==> src/rtl/alu_cmd_issuer.sv <==
// alu_cmd_issuer: command front end for an external 8-bit combinational ALU.
// Accepts commands over valid/ready, reads operands from a local register
// file, presents them to the ALU for one cycle, writes Y back and reports the
// result over a valid/ready result channel.
// Optional build macro: ALU_ISSUER_OVF_EN adds the res_ovf output.
module alu_cmd_issuer #(
  parameter int WIDTH = 8,
  parameter int NREG  = 4,
  localparam int AW   = $clog2(NREG)
) (
  input  logic             clk,
  input  logic             rst_n,
  input  logic             cmd_valid,
  output logic             cmd_ready,
  input  logic             cmd_load,
  input  logic [2:0]       cmd_op,
  input  logic [AW-1:0]    cmd_dst,
  input  logic [AW-1:0]    cmd_src_a,
  input  logic [AW-1:0]    cmd_src_b,
  input  logic             cmd_imm_en,
  input  logic [WIDTH-1:0] cmd_imm,
  output logic [2:0]       alu_opcode,
  output logic [WIDTH-1:0] alu_a,
  output logic [WIDTH-1:0] alu_b,
  input  logic [WIDTH-1:0] alu_y,
  output logic             res_valid,
  input  logic             res_ready,
  output logic [WIDTH-1:0] res_data,
  output logic [AW-1:0]    res_dst,
  output logic             res_zero,
  output logic             busy
`ifdef ALU_ISSUER_OVF_EN
  ,
  output logic             res_ovf
`endif
);

  localparam logic [2:0] OP_ADD = 3'b000;
  localparam logic [2:0] OP_SUB = 3'b001;

  typedef enum logic [1:0] {
    IDLE   = 2'd0,
    ISSUE  = 2'd1,
    REPORT = 2'd2
  } state_t;

  state_t           state;
  logic [WIDTH-1:0] regs [NREG];
  logic [AW-1:0]    dst_q;
  logic [WIDTH-1:0] b_sel;
  logic             accept;

`ifdef ALU_ISSUER_OVF_EN
  // Signed overflow of the ALU result; only add and sub can overflow.
  function automatic logic calc_ovf(input logic [2:0] op,
                                    input logic [WIDTH-1:0] a,
                                    input logic [WIDTH-1:0] b,
                                    input logic [WIDTH-1:0] y);
    logic ovf;
    ovf = 1'b0;
    if (op == OP_ADD)
      ovf = (a[WIDTH-1] == b[WIDTH-1]) && (y[WIDTH-1] != a[WIDTH-1]);
    else if (op == OP_SUB)
      ovf = (a[WIDTH-1] != b[WIDTH-1]) && (y[WIDTH-1] != a[WIDTH-1]);
    return ovf;
  endfunction
`endif

  // Handshake status comes straight from the state register; there is no
  // command buffer, so the block only listens while idle.
  assign cmd_ready = (state == IDLE);
  assign busy      = (state != IDLE);
  assign accept    = cmd_valid && cmd_ready;

  // Operand B is either the immediate or a register read at accept time.
  always_comb begin
    b_sel = cmd_imm_en ? cmd_imm : regs[cmd_src_b];
  end

  // Main FSM: capture at accept, drive the ALU for one cycle, write back and
  // hold the result until the consumer takes it.
  always_ff @(posedge clk or negedge rst_n) begin
    if (!rst_n) begin
      state      <= IDLE;
      for (int i = 0; i < NREG; i++) regs[i] <= '0;
      dst_q      <= '0;
      alu_opcode <= '0;
      alu_a      <= '0;
      alu_b      <= '0;
      res_valid  <= 1'b0;
      res_data   <= '0;
      res_dst    <= '0;
      res_zero   <= 1'b0;
`ifdef ALU_ISSUER_OVF_EN
      res_ovf    <= 1'b0;
`endif
    end else begin
      case (state)
        IDLE: begin
          if (accept) begin
            if (cmd_load) begin
              regs[cmd_dst] <= cmd_imm;
              res_data      <= cmd_imm;
              res_dst       <= cmd_dst;
              res_zero      <= (cmd_imm == '0);
              res_valid     <= 1'b1;
`ifdef ALU_ISSUER_OVF_EN
              res_ovf       <= 1'b0;
`endif
              state         <= REPORT;
            end else begin
              alu_opcode <= cmd_op;
              alu_a      <= regs[cmd_src_a];
              alu_b      <= b_sel;
              dst_q      <= cmd_dst;
              state      <= ISSUE;
            end
          end
        end
        ISSUE: begin
          regs[dst_q] <= alu_y;
          res_data    <= alu_y;
          res_dst     <= dst_q;
          res_zero    <= (alu_y == '0);
          res_valid   <= 1'b1;
`ifdef ALU_ISSUER_OVF_EN
          res_ovf     <= calc_ovf(alu_opcode, alu_a, alu_b, alu_y);
`endif
          alu_opcode  <= '0;
          alu_a       <= '0;
          alu_b       <= '0;
          state       <= REPORT;
        end
        REPORT: begin
          if (res_ready) begin
            res_valid <= 1'b0;
            state     <= IDLE;
          end
        end
        default: state <= IDLE;
      endcase
    end
  end

endmodule

==> config.mk <==
export PLATFORM = sky130hd
export DESIGN_NAME = alu_cmd_issuer
export DESIGN_NICKNAME = d
export VERILOG_FILES = /design/src/rtl/alu_cmd_issuer.sv
export SDC_FILE = /design/constraint.sdc
export NUM_CORES = 1
export LEC_CHECK = 0
export ABC_CLOCK_PERIOD_IN_PS = 2500
export BUFFER_PORTS_ARGS = -buffer_cell sky130_fd_sc_hd__buf_2
export CORE_MARGIN = 3
export CORE_UTILIZATION = 25
export CTS_CLUSTER_DIAMETER = 200
export DETAILED_ROUTE_END_ITERATION = 16
export GPL_ROUTABILITY_DRIVEN = 0
export HOLD_SLACK_MARGIN = 0.05
export MAX_ROUTING_LAYER = met4
export PLACE_DENSITY = 0.42
export SYNTH_ARGS = -nofsm -noshare
export SYNTH_HDL_FRONTEND = slang
export SYNTH_SLANG_ARGS = --single-unit
==> constraint.sdc <==
create_clock -name clk -period 2.5 [get_ports clk]
set_input_delay 0.5 -clock clk [delete_from_list [all_inputs] [get_ports clk]]
set_output_delay 0.5 -clock clk [all_outputs]
set_load 0.02 [all_outputs]
==> flow_summary.json <==
{
  "synth_fa_ha_area_share_pct": 0,
  "ys_types": 34,
  "hp-class": "in -> async",
  "yosysSeqAreaShare_pct": 48.3,
  "cts-root-buf": "clkbuf_16",
  "slew_headroom_pct": 37.6,
  "grt_pass1_wl_mm": 17.1,
  "maxCapViolCount": 0,
  "status": "complete, no violations",
  "ios": 64,
  "yosys_warnings": 0,
  "final_area_um2": 4230,
  "setup_violations": 0,
  "die_w_um": 124,
  "vias": 2762,
  "synth_compound_area_share_pct": 23.6,
  "tns_ns": 0,
  "post_cts_buffers": 0,
  "ir_worst_vdd_mv": 0.325,
  "tightest_slew_ns": 0.935,
  "area_growth_pct": 22.0,
  "start_util_pct": 25.9,
  "vias_per_cell": 5.19,
  "synth_xor_area_share_pct": 0,
  "p_sw_mw": 1.55,
  "grt_usage_pct": 15.7,
  "row_count": 42,
  "place_inst": 515,
  "syn_avg_cell_area_um2": 12.0,
  "dieHeight_um": 124,
  "synth_edf_count": 0,
  "period_share_pct": 77.7,
  "p_leak_nw": 1.80,
  "switching_share_pct": 34.5,
  "synthMuxAreaShare_pct": 12.7,
  "synth_top_area_cell": "dfrtp_1",
  "postSynth.asyncResetShare_pct": 100,
  "worstPathMaxFanout": 14,
  "grt_pass1_vias": 2773,
  "ys_top_cells_by_area": "dfrtp_1, mux4_2, o2bb2ai_1",
  "overflow": 0,
  "cts_buffers": 9,
  "yosys.area_share.simple_pct": 11.4,
  "crit_path_start_kind": "flip-flop",
  "fin_crit_ns": 1.94,
  "fp.coreArea_um2": 13400,
  "htree_levels": 3,
  "ys_ff_latch": 67,
  "synth_fp_nets": 320,
  "dieArea_um2": 15300,
  "cp.required_ns": 2.70,
  "cts_resized": 0,
  "ys_top_cells_by_count": "dfrtp_1, nand2_1, a22oi_1, o2bb2ai_1, mux4_2",
  "synth_top_area_share_pct": 48.3,
  "hold_buffers": 0,
  "fmax_ghz": 0.515,
  "dpl.hpwl_mm": 7.85,
  "p_per_area_nw_per_um2": 1060,
  "synth_top_family_by_area": "compound AO/OA/AOI/OAI gates",
  "combPwrFrac_pct": 32.7,
  "p_int_mw": 2.95,
  "skew_ns": 0.00464,
  "place_area_um2": 3960,
  "power_frac_clock_pct": 26.2,
  "arrival_ns": 2.14,
  "final_nets": 381,
  "path_clk_slew_ns": 0.05,
  "io_buffers": 63,
  "grt_setup_unrepaired": "no",
  "firstDrtPassIters": 4,
  "netlist_area_um2": 3470,
  "drc": 0,
  "final_antenna_net_count": 0,
  "yosysMostFrequentCell": "dfrtp_1",
  "drv_slew": 0,
  "clockBufferDepth": 2,
  "path_class": "reg -> reg",
  "post_layout_nonfiller_instances": 532,
  "drt_wl_total_mm": 11.1,
  "layout-drive-gt1-share_pct": 33.0,
  "timing_hold_violations_final": 0,
  "clock_latency_ns": 0.33,
  "grt_max_degree": 45,
  "grt_antenna_before_repair": 1,
  "synth_top_flop_cell": "dfrtp_1",
  "cts.sinks": 67,
  "critPathCaptureType": "flip-flop",
  "wire_per_inst_um": 20.8,
  "seqPwrFrac_pct": 41.2,
  "drt_iter0_drc": 255,
  "synthCells": 289,
  "tritoncts": "done"
}
per-stage QoR:
stage | setup WS, ns | hold slack (ns) | util, % | total power, mW
2_1_floorplan | 0.898 | 0.204 | - | 2.83
3_3_place_gp | 0.473 | 0.460 | 29.5 | 3.35
3_5_place_dp | 0.499 | 0.466 | 29.5 | 3.35
4_1_cts | 0.510 | 0.189 | 31.6 | 4.56
5_1_grt | 0.368 | 0.218 | 31.6 | 4.78
6_report | 0.557 | 0.182 | 31.6 | 4.50
cells in the final DEF (no fill, tap or decap), drive strengths merged:
cell | Yosys | final
a31oi | 11 | 11
inv | 3 | 3
or2 | 1 | 1
o21ai | 13 | 13
nand2 | 36 | 36
mux2i | 8 | 8
mux4 | 16 | 16
o311a | 1 | 1
nand2b | 3 | 3
o2bb2ai | 32 | 32
nor3 | 2 | 2
diode | 0 | 1
and2 | 1 | 1
buf | 13 | 72
nor3b | 4 | 4
a22o | 11 | 11
clkbuf | 9 | 14
o21bai | 1 | 1
nor2 | 13 | 13
a22oi | 32 | 32
clkinv | 0 | 2
nor4 | 4 | 4
dfrtp | 67 | 67
a21oi | 3 | 3
and3 | 2 | 2
nor2b | 2 | 2
a2bb2oi | 1 | 1
critical path, cell delays in order (launching register included):
cell and delay (ns):
dfrtp_1 0.51, nor2b_4 0.50, and3_1 0.47, o21ai_4 0.15, o2bb2ai_1 0.17
worst paths after layout:
| path | start | endpoint | slack [ns] | cells past startpoint |
|---|---|---|---|---|
| max in group asynchronous | rst_n | alu_opcode[1] | 1.65 | 2 |
| setup / recovery | state[0] | regs[0] | 0.56 | 4 |
| min in group clk | res_ready | state[1] | 0.38 | 2 |
| hold / removal | rst_n | res_valid | 0.18 | 1 |
| hold reg to reg | alu_b[6] | alu_b[6] | 0.47 | 2 |
| setup reg to reg | state[0] | regs[0] | 0.56 | 4 |
power groups by stage:
stage,Clock [mW],Combinational (mW),Sequential [mW]
after floorplan,0,0.832,2.00
after global placement,0,1.49,1.87
after detailed placement,0,1.49,1.87
after CTS,1.21,1.49,1.86
after global routing,1.27,1.60,1.92
final,1.18,1.47,1.86
sequential cells by signal (all words and copies together), names as in the netlist:
signal	cells
regs	32
alu_a	8
alu_b	8
res_data	8
alu_opcode	3
dst_q	2
res_dst	2
state	2
res_valid	1
res_zero	1
layer usage:
metal  part of all wire (%)  vias up  track usage, %
li1                       -     1261               -
met1                     44     1391            21.2
met2                     48       92            22.9
met3                    5.9       18            2.77
met4                    2.2        0            7.34
met5                      0        -               -
layout make-up:
cell class | instances | area (um2)
Antenna cell | 1 | 2.50
Timing Repair Buffer | 72 | 395
Sequential cell | 67 | 1680
Inverter | 3 | 11.3
Clock buffer | 14 | 264
Clock inverter | 2 | 10.0
Multi-Input combinational cell | 197 | 1650
Tap cell | 176 | 220
Fill cell | 1364 | 9170
cell families after synthesis:
group	after synthesis
buffers and inverters	25
and+or+nand+nor	68
DFF	67
AOI/OAI and AO/OA	105
muxes	24
Power figures use the tool's default switching activity.
